--- config.mk ---
export PLATFORM = sky130hd
export DESIGN_NAME = ps2_keyboard_rx
export DESIGN_NICKNAME = d
export VERILOG_FILES = /design/src/rtl/ps2_keyboard_rx.sv
export SDC_FILE = /design/constraint.sdc
export NUM_CORES = 1
export LEC_CHECK = 0
export ABC_AREA = 1
export BUFFER_PORTS_ARGS = -buffer_cell sky130_fd_sc_hd__buf_2
export CAP_MARGIN = 20
export CORE_MARGIN = 8
export CORE_UTILIZATION = 40
export DETAILED_ROUTE_END_ITERATION = 8
export PLACE_DENSITY_LB_ADDON = 0.1
export SLEW_MARGIN = 0
export SYNTH_ARGS = -nofsm -noshare
export SYNTH_HDL_FRONTEND = slang
export SYNTH_SLANG_ARGS = --single-unit
--- constraint.sdc ---
create_clock -name CLK -period 2.2 [get_ports CLK]
set_clock_uncertainty 0.2 [all_clocks]
set_input_delay 0 -clock CLK [delete_from_list [all_inputs] [get_ports CLK]]
set_output_delay 0 -clock CLK [all_outputs]
set_load 0.005 [all_outputs]
--- src/rtl/ps2_keyboard_rx.sv ---
// PS/2 keyboard receiver: synchronises the pins, validates 11-bit frames, strips F0/E0 prefixes, reports make codes.
// Optional macro PS2_PARITY_CHECK_EN enables the odd-parity check; without it, only the start and stop bits are checked.
module ps2_keyboard_rx #(
    parameter int TIMEOUT_CYCLES = 50000
) (
    input  logic       CLK,
    input  logic       RST,
    input  logic       PS2_CLK,
    input  logic       PS2_DAT,
    output logic [7:0] Ps2DataOut,
    output logic       Done,
    output logic       FrameErr
);

    localparam int CW = $clog2(TIMEOUT_CYCLES + 1);
    localparam logic [CW-1:0] TO_LAST = CW'(TIMEOUT_CYCLES - 1);

    typedef enum logic [1:0] {
        S_IDLE,
        S_DATA,
        S_PARITY,
        S_STOP
    } state_t;

    // Sync flops reset to 1 (idle bus) so that no false edge follows reset.
    logic [2:0]    clk_sync_q;
    logic [1:0]    dat_sync_q;
    logic          fall;
    logic          bit_dat;

    state_t        state_q, state_d;
    logic [2:0]    bit_cnt_q, bit_cnt_d;
    logic [7:0]    shift_q, shift_d;
    logic [CW-1:0] cnt_q, cnt_d;
    logic          break_q, break_d;
    logic          ext_q, ext_d;
    logic [7:0]    data_q, data_d;
    logic          done_q, done_d;
    logic          err_q, err_d;
    logic          frame_ok;
`ifdef PS2_PARITY_CHECK_EN
    logic          parity_q, parity_d;
`endif

    always_ff @(posedge CLK) begin
        if (RST) begin
            clk_sync_q <= 3'b111;
            dat_sync_q <= 2'b11;
        end else begin
            clk_sync_q <= {clk_sync_q[1:0], PS2_CLK};
            dat_sync_q <= {dat_sync_q[0], PS2_DAT};
        end
    end

    assign fall    = clk_sync_q[2] & ~clk_sync_q[1];
    assign bit_dat = dat_sync_q[1];

`ifdef PS2_PARITY_CHECK_EN
    assign frame_ok = bit_dat & (^shift_q ^ parity_q);
`else
    assign frame_ok = bit_dat;
`endif

    always_comb begin
        state_d   = state_q;
        bit_cnt_d = bit_cnt_q;
        shift_d   = shift_q;
        cnt_d     = cnt_q;
        break_d   = break_q;
        ext_d     = ext_q;
        data_d    = data_q;
        done_d    = 1'b0;
        err_d     = 1'b0;
`ifdef PS2_PARITY_CHECK_EN
        parity_d  = parity_q;
`endif
        if (state_q == S_IDLE) begin
            cnt_d = '0;
            if (fall) begin
                if (!bit_dat) begin
                    state_d   = S_DATA;
                    bit_cnt_d = 3'd0;
                end else begin
                    err_d = 1'b1;
                end
            end
        end else if (fall) begin
            cnt_d = '0;
            case (state_q)
                S_DATA: begin
                    shift_d   = {bit_dat, shift_q[7:1]};
                    bit_cnt_d = bit_cnt_q + 3'd1;
                    if (bit_cnt_q == 3'd7) state_d = S_PARITY;
                end
                S_PARITY: begin
`ifdef PS2_PARITY_CHECK_EN
                    parity_d = bit_dat;
`endif
                    state_d  = S_STOP;
                end
                default: begin
                    state_d = S_IDLE;
                    if (!frame_ok) begin
                        err_d = 1'b1;
                    end else if (shift_q == 8'hF0) begin
                        break_d = 1'b1;
                    end else if (shift_q == 8'hE0) begin
                        ext_d = 1'b1;
                    end else if (break_q) begin
                        // Key release: swallow the code and clear both prefixes.
                        break_d = 1'b0;
                        ext_d   = 1'b0;
                    end else begin
                        data_d = shift_q;
                        done_d = 1'b1;
                        ext_d  = 1'b0;
                    end
                end
            endcase
        end else if (cnt_q == TO_LAST) begin
            // Stalled partial frame; prefix flags survive the abandon.
            state_d = S_IDLE;
            cnt_d   = '0;
            err_d   = 1'b1;
        end else begin
            cnt_d = cnt_q + 1'b1;
        end
    end

    always_ff @(posedge CLK) begin
        if (RST) begin
            state_q   <= S_IDLE;
            bit_cnt_q <= 3'd0;
            shift_q   <= 8'h00;
            cnt_q     <= '0;
            break_q   <= 1'b0;
            ext_q     <= 1'b0;
            data_q    <= 8'h00;
            done_q    <= 1'b0;
            err_q     <= 1'b0;
`ifdef PS2_PARITY_CHECK_EN
            parity_q  <= 1'b0;
`endif
        end else begin
            state_q   <= state_d;
            bit_cnt_q <= bit_cnt_d;
            shift_q   <= shift_d;
            cnt_q     <= cnt_d;
            break_q   <= break_d;
            ext_q     <= ext_d;
            data_q    <= data_d;
            done_q    <= done_d;
            err_q     <= err_d;
`ifdef PS2_PARITY_CHECK_EN
            parity_q  <= parity_d;
`endif
        end
    end

    assign Ps2DataOut = data_q;
    assign Done       = done_q;
    assign FrameErr   = err_q;

endmodule
# Word level (Yosys, flattened, before mapping)
# Cells that the tools add are included.
# W data, S select, Z words.
op_classes:
  reduce_logical: 11
  mux: 22
  eq_ne: 10
  add_sub_neg: 2
  bitwise_logic: 9
op_table:
  columns: ["cell", "count"]
  rows:
  - ["$add A16 B1 Y16 const B", 1]
  - ["$eq A16 B16 Y1 const B", 1]
  - ["$eq A8 B8 Y1 const B", 2]
  - ["$mux W3", 5]
  - ["$mux W2", 6]
  - ["$mux W1", 10]
  - ["$not A1 Y1", 8]
  - ["$reduce_or A8 Y1", 1]
  - ["$reduce_and A7 Y1", 1]
  - ["$ne A2 B2 Y1 const B", 3]
  - ["$reduce_and A3 Y1", 2]
  - ["$reduce_and A5 Y1", 1]
  - ["$ne A4 B4 Y1 const B", 1]
  - ["$pmux W2 S2", 1]
  - ["$reduce_and A4 Y1", 1]
  - ["$reduce_bool A2 Y1", 2]
  - ["$reduce_or A4 Y1", 1]
  - ["$add A3 B1 Y3 const B", 1]
  - ["$eq A3 B3 Y1 const B", 1]
  - ["$eq A2 B1 Y1 const B", 1]
  - ["$eq A2 B2 Y1 const B", 1]
  - ["$logic_not A2 Y1", 1]
  - ["$reduce_or A2 Y1", 1]
  - ["$and A1 B1 Y1", 1]
word_totals:
  ff_bits: 45
  word_cells: 64
  output_inout_bits: 10

# Depth between registers and ports, before layout
logic_depth:
  depth_word: 5
  depth_mapped: 9
  ltp_nobuf: 9

# Worst setup path before layout
# OpenSTA, ideal clock, no wires.
synth_path:
  kind: "register to register"
  startpoint: "reg state_q[0]"
  endpoint: "reg data_q[0], in the netlist Ps2DataOut[0]"
  arrival_time_ns: 1.321
  path_stages_with_launch: 10
  path_slack_ns: 0.616
  setup_ns: 0.064
  required_ns: 1.936
  cell_sequence: "dfxtp_1 > inv_1 > ha_1 > inv_2 > nand2_4 > nor2_4 > nand2_4 > nor2_8 > nor2_1 > nor2_1"
synth_via:
  elab_chain_cells: 4
  word_cells_on_any_way: 7
  classes_between: "eq/ne (2); bitwise (2); reduce/logical (3)"
synth_lines:
  columns: ["element", "line_no", "text"]
  rows:
  - ["start, declared", "31", "state_t state_q, state_d;"]
  - ["start signal, assigned", "145", "state_q <= state_d;"]
  - ["$eq A2 B2 Y1 or $eq A2 B1 Y1 (tied branches)", "89", "case (state_q)"]
  - ["$reduce_or A2 Y1 (no source line)", null, null]
  - ["$not A1 Y1 (no source line)", null, null]
  - ["$reduce_and A7 Y1 (no source line) (*)", null, null]
  - ["end signal, assigned", "151", "data_q <= data_d;"]
  - ["end, declared", "37", "logic [7:0] data_q, data_d;"]
# Mark *: on every way between the ends. The rest lies on a longest branch, timed or not.
# A chain may end at the register's enable or synchronous reset.

# Worst setup path after layout
layout_path:
  startpoint: "reg state_q[0]"
  endpoint: "reg data_q[3], in the netlist Ps2DataOut[3]"
# The elaborated chain is that of the path after synthesis.

==> impl_metrics.env <==
export IMPL_yosysWarnings=0
export IMPL_endpoint_kind="flop"
export IMPL_holdWs_ns=0.215
export IMPL_fp_dieW_um=89.6
export IMPL_fp_dieH_um=89.6
export IMPL_htree_levels=2
export IMPL_tns_ns=0
export IMPL_root_buffer="clkbuf_8"
export IMPL_startpoint_type="flop"
export IMPL_antennaDiodeCount=0
export IMPL_p_comb_frac=0.031
export IMPL_setup_viol=0
export IMPL_grt_pass1_vias=1627
export IMPL_drtPass1Iterations=4
export IMPL_vias_per_cell=4.58
export IMPL_peakVddDrop_uv=352
export IMPL_place_congestion=0.792
export IMPL_cap_violations=0
export IMPL_netSwitchingFraction=0.228
export IMPL_stdcell_count=377
export IMPL_final_fill_count=560
export IMPL_numCtsBuffers=5
export IMPL_cts_tree="yes"
export IMPL_cts_max_path_buffers=2
export IMPL_tightestPinTransition_ns=0.426
export IMPL_core_um2=5370
export IMPL_cp_max_fo=8
export IMPL_grt_use_total=0.117
export IMPL_ys_seq_area_frac=0.415
export IMPL_num_rows=27
export IMPL_area_growth_pct=11.5
export IMPL_start_util=0.404
export IMPL_finalMaxSlewViolations=0
export IMPL_vias=1727
export IMPL_drc=0
export IMPL_worst_hold_path_type="reg -> reg"
export IMPL_overflow=0
export IMPL_fin_crit_ns=1.77
export IMPL_initialDrtViolationCount=48
export IMPL_fin_crit_sh=0.805
export IMPL_status="finished clean"
export IMPL_dp_cells=364
export IMPL_max_freq_ghz=0.564
export IMPL_numClockSinks=45
export IMPL_syn_nets=294
export IMPL_portBuffers=13
export IMPL_dieArea_um2=8040
export IMPL_p_sw_mw=0.312
export IMPL_rsz0062_at_grt="false"
export IMPL_synthDistinctLibCells=33
export IMPL_grt_start_max_net_pins=24
export IMPL_synthesis_area_um2=2170
export IMPL_pwr_share_clk=0.368
export IMPL_postCtsResizedCells=0
export IMPL_hold_viol=0
export IMPL_p_seq_frac=0.600
export IMPL_p_per_area_nw_per_um2=566
export IMPL_clkTransAtPathRegs_ns=0.09
export IMPL_syn_avg_cell_area_um2=7.64
export IMPL_cp_required_ns=2.23
export IMPL_drive_gt1_frac=0.184
export IMPL_fin_nets=314
export IMPL_synthCells=284
export IMPL_antenna_found_initial=0
export IMPL_worst_skew_pair_late_latency_ns=0.29
export IMPL_slew_limit_headroom=0.714
export IMPL_intPower_mw=1.06
export IMPL_drt_wirelength_per_cell_um=11.0
export IMPL_detail_route_antenna_nets=0
export IMPL_critPathArrivalTime_ns=1.80
export IMPL_crit_type="reg -> reg"
export IMPL_synth_seq_cells=45
export IMPL_power_leakage_nw=0.929
export IMPL_io_pins=14
export IMPL_place_hpwl_um=3100
export IMPL_totalWireLength_um=4140
export IMPL_final_util=0.451
export IMPL_grt_pass1_wl_um=7210
## layer usage
layer / share of wire / global-route usage / routed length, um / vias to the layer above
met5: 0 / 0 / 0 / -
met3: 0.029 / 0.0328 / 122 / 7
li1: - / - / - / 943
met1: 0.51 / 0.145 / 2100 / 754
met2: 0.44 / 0.184 / 1840 / 23
met4: 0.020 / 0.0514 / 82 / 0
## worst max-delay path: stages (launching register included)
cell and delay, ns:
dfxtp_1 0.38, inv_1 0.07, ha_1 0.28, inv_2 0.20, nand2_4 0.08, nor2_4 0.10
nand2_4 0.09, nor2_8 0.17, nor2_1 0.05, nor2_1 0.08
## registers in the layout, indices dropped and copies added, names as in the netlist
| name | cells |
|---|---|
| clk_sync_q | 3 |
| bit_cnt_q | 3 |
| shift_q | 8 |
| Done | 1 |
| FrameErr | 1 |
| dat_sync_q | 2 |
| state_q | 2 |
| cnt_q | 16 |
| break_q | 1 |
| Ps2DataOut | 8 |
## what timing repair did
item	in CTS	in global routing
endpoints found under the hold margin	8	0
hold buffers	5	0
setup buffers	0	0
## synthesized netlist by cell type
master	count	area [um^2]
nor2_1	50	188
nand2_1	49	184
dfxtp_1	45	901
inv_1	27	101
a21oi_1	19	95.1
nand3_1	16	80.1
nand4_1	8	50.1
o21ai_0	7	35.0
ha_1	6	75.1
inv_2	6	22.5
or2_2	6	37.5
xor2_1	5	43.8
nand3_2	4	40.0
nor2_4	4	45.0
nor3_1	4	20.0
a21oi_2	3	26.3
nor2_2	3	18.8
o21ai_1	3	15.0
buf_6	2	22.5
nand2_2	2	12.5
nand2_4	2	22.5
nand3b_1	2	15.0
a211oi_2	1	12.5
buf_4	1	7.51
clkbuf_1	1	3.75
clkbuf_4	1	7.51
nand4_4	1	21.3
nor2_8	1	20.0
nor3_2	1	10.0
o211ai_1	1	7.51
o21ai_4	1	16.3
or2_0	1	6.26
or2_1	1	6.26
## power groups by stage
| stage | Sequential (mW) | Clock (mW) | Combinational [mW] |
|---|---|---|---|
| after floorplan | 0.841 | 0 | 0.0299 |
| after global placement | 0.841 | 0 | 0.0363 |
| after detailed placement | 0.841 | 0 | 0.0364 |
| after CTS | 0.822 | 0.533 | 0.0432 |
| after global routing | 0.823 | 0.560 | 0.0485 |
| final | 0.822 | 0.504 | 0.0427 |
## cell type report
type                    instances  area (um^2)  area share
inverters                      33          124      0.0512
well taps                      72         90.1      0.0372
multi-input cells             201         1100       0.456
flip-flops and latches         45          901       0.372
clock buffers                   5         68.8      0.0284
repair buffers                 18          115      0.0476
clock inverters                 3         17.5     0.00724
## path summary, 6_finish.rpt
check	start	to	slack, ns	cells after the start
max	state_q[0]	Ps2DataOut[3]	0.43	9
min	clk_sync_q[0]	clk_sync_q[1]	0.22	1
max reg2reg	state_q[0]	Ps2DataOut[3]	0.43	9
min reg2reg	clk_sync_q[0]	clk_sync_q[1]	0.22	1
## stage by stage
stage	power [mW]	cell area [um^2]	setup slack, ns
2_1_floorplan	0.871	2170	0.616
3_3_place_gp	0.877	2280	0.445
3_5_place_dp	0.877	2280	0.422
4_1_cts	1.40	2420	0.414
5_1_grt	1.43	2420	0.284
6_report	1.37	2420	0.428
## kinds of logic after synthesis
logic type,share of synthesized area
buffers and inverters,0.0761
adder cells (fa/ha/maj),0.0346
AND/OR/NAND/NOR,0.358
AO/OA/AOI/OAI,0.0957
XOR/XNOR,0.0202
flip-flops,0.415
## layout by cell type, fill, tap and decap left out, drive strengths merged
cell type    Yosys  routed
a21oi           22      22
inv             33      33
clkinvlp         0       1
nand3b           2       2
dfxtp           45      45
or2              8       8
nand4            9       9
nand2           53      53
xor2             5       5
nand3           20      20
dlygate4sd3      0       5
clkbuf           2       5
nor2            58      58
buf              3      13
o211ai           1       1
ha               6       6
nor3             5       5
clkinv           0       2
o21ai           11      11
a211oi           1       1
Power figures use the tool's default switching activity.
